File: src/rtl/rv32i_hazard_unit.sv
// RV32I hazard unit: shadow copy of in-flight destination registers, operand
// forwarding into ID, load-use stall detection and ID/EX bubble generation.
module rv32i_hazard_unit #(
  parameter int unsigned XLEN             = 32,
  parameter int unsigned NUM_STAGES       = 3,
  parameter int unsigned LOAD_READY_STAGE = 2,
  parameter int unsigned CNT_W            = 16
) (
  input  logic                       clk_i,
  input  logic                       reset_i,
  input  logic                       id_valid_i,
  input  logic [4:0]                 id_rs1_reg_i,
  input  logic [4:0]                 id_rs2_reg_i,
  input  logic                       id_rs1_used_i,
  input  logic                       id_rs2_used_i,
  input  logic                       id_wb_en_i,
  input  logic [4:0]                 id_wb_reg_i,
  input  logic                       id_is_load_i,
  input  logic [XLEN-1:0]            rs1_data_i,
  input  logic [XLEN-1:0]            rs2_data_i,
  input  logic [NUM_STAGES*XLEN-1:0] stage_data_i,
  input  logic                       flush_i,
  output logic [XLEN-1:0]            rs1_fwd_data_o,
  output logic [XLEN-1:0]            rs2_fwd_data_o,
  output logic                       stall_o,
  output logic                       bubble_o,
  output logic [CNT_W-1:0]           stall_count_o,
  output logic [CNT_W-1:0]           fwd_count_o
);

  logic [NUM_STAGES-1:0] v_q, v_d;
  logic [NUM_STAGES-1:0] ld_q, ld_d;
  logic [4:0]            rd_q [NUM_STAGES];
  logic [4:0]            rd_d [NUM_STAGES];

  logic [CNT_W-1:0] stall_cnt_q, stall_cnt_d;
  logic [CNT_W-1:0] fwd_cnt_q, fwd_cnt_d;

  logic [4:0]      src_reg  [2];
  logic            src_used [2];
  logic [XLEN-1:0] src_rf   [2];
  logic [XLEN-1:0] src_out  [2];
  logic [1:0]      hazard;
  logic [1:0]      fwd;
  logic            stall;

  assign src_reg[0]  = id_rs1_reg_i;
  assign src_reg[1]  = id_rs2_reg_i;
  assign src_used[0] = id_rs1_used_i;
  assign src_used[1] = id_rs2_used_i;
  assign src_rf[0]   = rs1_data_i;
  assign src_rf[1]   = rs2_data_i;

  // Scan oldest to youngest so the youngest matching entry is the last to write.
  always_comb begin
    hazard  = '0;
    fwd     = '0;
    src_out = src_rf;
    for (int op = 0; op < 2; op++) begin
      if (!reset_i && src_used[op] && (src_reg[op] != 5'd0)) begin
        for (int k = int'(NUM_STAGES) - 1; k >= 0; k--) begin
          if (v_q[k] && (rd_q[k] == src_reg[op])) begin
            if (ld_q[k] && (k < int'(LOAD_READY_STAGE))) begin
              hazard[op]  = 1'b1;
              fwd[op]     = 1'b0;
              src_out[op] = src_rf[op];
            end else begin
              hazard[op]  = 1'b0;
              fwd[op]     = 1'b1;
              src_out[op] = stage_data_i[k*XLEN +: XLEN];
            end
          end
        end
      end
    end
  end

  assign stall          = !reset_i && id_valid_i && !flush_i && (|hazard);
  assign stall_o        = stall;
  assign bubble_o       = !reset_i && (stall || flush_i);
  assign rs1_fwd_data_o = src_out[0];
  assign rs2_fwd_data_o = src_out[1];

  always_comb begin
    v_d  = v_q;
    ld_d = ld_q;
    rd_d = rd_q;
    for (int k = 1; k < int'(NUM_STAGES); k++) begin
      v_d[k]  = v_q[k-1];
      ld_d[k] = ld_q[k-1];
      rd_d[k] = rd_q[k-1];
    end
    v_d[0]  = id_valid_i && id_wb_en_i && (id_wb_reg_i != 5'd0) && !stall && !flush_i;
    ld_d[0] = id_is_load_i;
    rd_d[0] = id_wb_reg_i;
  end

  always_comb begin
    stall_cnt_d = stall_cnt_q;
    fwd_cnt_d   = fwd_cnt_q;
    if (stall && !(&stall_cnt_q)) begin
      stall_cnt_d = stall_cnt_q + CNT_W'(1);
    end
    if (id_valid_i && !stall && !flush_i && (|fwd) && !(&fwd_cnt_q)) begin
      fwd_cnt_d = fwd_cnt_q + CNT_W'(1);
    end
  end

  always_ff @(posedge clk_i) begin
    if (reset_i) begin
      v_q         <= '0;
      stall_cnt_q <= '0;
      fwd_cnt_q   <= '0;
    end else begin
      v_q         <= v_d;
      stall_cnt_q <= stall_cnt_d;
      fwd_cnt_q   <= fwd_cnt_d;
    end
    ld_q <= ld_d;
    rd_q <= rd_d;
  end

  assign stall_count_o = stall_cnt_q;
  assign fwd_count_o   = fwd_cnt_q;

endmodule
File: config.mk
export PLATFORM = sky130hd
export DESIGN_NAME = rv32i_hazard_unit
export DESIGN_NICKNAME = d
export VERILOG_FILES = /design/src/rtl/rv32i_hazard_unit.sv
export SDC_FILE = /design/constraint.sdc
export NUM_CORES = 1
export LEC_CHECK = 0
export ABC_AREA = 1
export CORE_MARGIN = 2
export CORE_UTILIZATION = 44
export CTS_BUF_LIST = sky130_fd_sc_hd__clkbuf_8
export DETAILED_ROUTE_END_ITERATION = 7
export PLACE_DENSITY = 0.95
export SYNTH_ARGS = -nofsm -noshare
export SYNTH_HDL_FRONTEND = slang
export SYNTH_SLANG_ARGS = --single-unit
File: constraint.sdc
create_clock -name clk_i -period 4.01 [get_ports clk_i]
set_clock_uncertainty 0.1 [all_clocks]
set_input_delay 1.0025 -clock clk_i [delete_from_list [all_inputs] [get_ports clk_i]]
set_output_delay 1.0025 -clock clk_i [all_outputs]
set_load 0.005 [all_outputs]
==> results of run 1 <==
==> flip-flops by register name, summed over array words and instances (netlist names) <==
register       count
ld_q               2
rd_d              10
v_q                3
rd_q               5
fwd_count_o       16
stall_count_o     16
==> placed cells by master, fill, tap and decap left out, drive strengths merged, types with 11 or more instances in the layout <==
cell             n
o21ai           21
dfxtp           52
buf             93
nand2          341
nor2           125
inv            102
clkdlybuf4s50  208
nor3            11
dlymetal6s2s    23
nand4           24
a32o            60
a21oi           80
nand3           48
dlygate4sd2     33
==> routing by layer <==
layer,global-route usage,share of wire,up-vias
met2,0.6263,0.47,593
met1,0.4305,0.36,3634
met5,0,0.00046,-
met4,0.1537,0.054,2
li1,-,-,3755
met3,0.1036,0.12,143
==> final cells by class <==
cell class              instances  area [um^2]  share of cell area
repair buffers                367         3796              0.4095
multi-input cells             735         3751              0.4046
flip-flops and latches         52         1041              0.1123
inverters                     102        402.9             0.04346
well taps                     147        183.9             0.01984
clock buffers                   5        68.82            0.007423
clock inverters                 3        26.28            0.002834
==> report_power, final <==
group | switching (mW) | total [mW] | internal [mW]
logic | 0.186 | 0.447 | 0.260
registers | 0.0122 | 0.538 | 0.526
clock network | 0.192 | 0.319 | 0.127
==> per-stage QoR <==
stage	instance area, um^2	std cells	worst slack (ps)
after floorplan	5278	940	707.6
after global placement	8466	1361	-422.5
after detailed placement	8466	1361	-488.0
after CTS	9030	1395	-79.29
after global routing	9270	1411	-52.71
final	9270	1411	22.28
==> worst reg2reg max path, cell delays in order (launching register included) <==
cell     delay [ps]
dfxtp_1         460
inv_1            90
nand2_1          80
o21ai_1          70
nor2_2          170
nand3_4         130
nand2_2         130
nand3_4         100
buf_12          170
buf_4           150
buf_4           130
nand2_4         180
nand3_4         260
nor2_1          300
nor2_1           80
nor2_1          100
==> logic make-up (layout without fill, tap and decap cells) <==
group | count (synthesis) | after routing | synth area share
xor+xnor | 12 | 12 | 0.01992
buf+inv | 153 | 477 | 0.1164
compound gates | 169 | 169 | 0.2238
simple gates | 552 | 552 | 0.4379
flops | 52 | 52 | 0.1973
fa+ha+maj | 2 | 2 | 0.004741
==> worst max-delay path by stage <==
stage,start,end,depth (start not counted)
3_5_place_dp,id_rs2_reg_i[4],rs2_fwd_data_o[30],14
4_1_cts,id_rs1_reg_i[4],rs1_fwd_data_o[6],13
6_report,id_rs1_reg_i[4],rs1_fwd_data_o[7],15
5_1_grt,id_rs2_reg_i[4],rs2_fwd_data_o[8],15
2_1_floorplan,id_rs2_reg_i[0],rs2_fwd_data_o[18],10
3_3_place_gp,id_rs2_reg_i[4],rs2_fwd_data_o[30],14
==> timing repair <==
action	CTS	global route
setup endpoints to repair	66	51
cloned	8	1
pin swaps	14	15
setup buffers	18	15
gates resized for setup	114	71
==> results.py, run 1 <==
metrics = {
    "timing": {
        "drv_slew": 0,
        "slew-limit-headroom": 0.6466,
        "fin_crit_sh": 0.9944,
        "fin_setup_tns_ps": 0,
        "fin_hold_ws_ps": 268.1,
        "setup_viol_count_final": 0,
        "worstMarginPinSlew_ps": 528.5,
        "clock.fmax_ghz": 0.2508,
        "timing.final.crit_period_ps": 3988,
        "rsz0062_at_grt": "yes",
        "finalHoldViolCount": 0,
    },
    "floorplan": {
        "die_h_um": 113.5,
        "ios": 281,
        "die_area_um2": 12890,
        "row_count": 40,
        "start_util": 0.4449,
        "fp.dieW_um": 113.5,
        "coreArea_um2": 11860,
    },
    "detailed_routing": {
        "viasPerCell": 5.760,
        "totalWireLength_um": 25970,
        "wire_per_inst_um": 18.41,
        "drtIter0Drc": 1026,
        "firstDrtPassIters": 8,
        "num_vias": 8127,
        "drtAntennaViolNets": 0,
        "drc": 2,
    },
    "global_routing": {
        "grt_max_degree": 37,
        "antenna_found_initial": 1,
        "grt_pass1_wl_um": 38050,
        "grtUsageTotal": 0.3660,
        "grt_pass1_vias": 7388,
        "gr-total-overflow": 0,
    },
    "worst_setup_path": {
        "crit_slowest_cell": "dlygate4sd2_1",
        "end_kind": "output port",
        "max_stage_delay_ps": 270,
        "crit_top_cell": "buf_4",
        "reg2regPathDepth": 15,
        "crit_chain": "buf_4 -> inv_4 -> nand2_1 -> o21ai_0 -> nor2_1 -> buf_4 -> nand3_4 -> inv_8 -> buf_4 -> buf_12 -> buf_16 -> a21oi_2 -> nand2_1 -> a32o_1 -> dlygate4sd2_1",
        "timing.rr.start": "rd_d[9]",
        "r2r_end": "fwd_count_o[0]",
        "crit_required_ps": 2910,
        "start_kind": "input pin",
        "regToRegSetupSlack_ps": 1240,
        "path_buf_inv": 8,
        "crit_type": "input pin to output port",
        "cp_max_fo": 15,
        "cp_top_family": "buffers and inverters",
        "cp.arrival_ps": 2890,
    },
    "synth": {
        "synthTopCellsByArea": "nand2_1, dfxtp_1, a32o_1",
        "synthFlopType": "dfxtp_1",
        "synth_seq_area_share": 0.1972,
        "synth_commonest_cells": "nand2_1, nor2_1, inv_1",
        "synth_edf_count": 0,
        "netlist_area_um2": 5278,
        "synth.most_common_cell": "nand2_1",
        "syn_area_per_cell_um2": 5.614,
        "ys_async_sr_fraction": 0,
        "synth.net_count": 1125,
        "synth_top_area_frac": 0.2390,
        "synth_cell_types": 35,
        "yosysWarnings": 0,
        "ys_ff_latch": 52,
        "yosys.area.top_type": "nand2_1",
        "syn_inst": 940,
    },
    "power": {
        "max-vdd-ir-drop_uv": 171.4,
        "finalPower_mw": 1.304,
        "p_per_area_nw_per_um2": 140.7,
        "leakagePower_nw": 4.223,
    },
    "clock_tree": {
        "cts_max_level": 2,
        "cts_sinks": 52,
        "clkTransAtPathRegs_ps": 110,
        "cts_tree": "done",
        "cts-root-buf": "clkbuf_8",
        "numCtsBuffers": 5,
        "clk_latency_ps": 310,
        "clockBufferDepth": 2,
        "cts_hold_buf": 0,
    },
    "run_status": {
        "violations": "DRC",
        "status": "complete, but fails checks",
    },
    "hold_path": {
        "holdPathEnd": "rd_d[1]",
        "hp-class": "flip-flop to flip-flop",
        "hold_path.startpoint": "rd_d[6]",
        "hold_path_depth": 0,
    },
    "placement": {
        "gp_congestion": 0.9585,
        "hpwl_um": 17790,
        "io_buffers": 280,
    },
    "run": {
        "maxCapViolations": 0,
    },
    "cells_and_area": {
        "fin_util": 0.7815,
        "layout.nets": 1448,
        "fillers": 885,
        "area_delta_synth_final_pct": 75.65,
        "drive_above_1_share": 0.1361,
        "antenna_cells": 0,
    },
}
Note: power is estimated with default switching activity, not from simulation.
==> run 2, diff against run 1 <==
--- a/config.mk
+++ b/config.mk
@@ -6,6 +6,7 @@
 export NUM_CORES = 1
 export LEC_CHECK = 0
 export ABC_AREA = 1
+export CAP_MARGIN = 20
 export CORE_MARGIN = 2
 export CORE_UTILIZATION = 44
 export CTS_BUF_LIST = sky130_fd_sc_hd__clkbuf_8
==> results of run 2 <==
The final DEF is identical to that of run 1; final timing and power are the same.
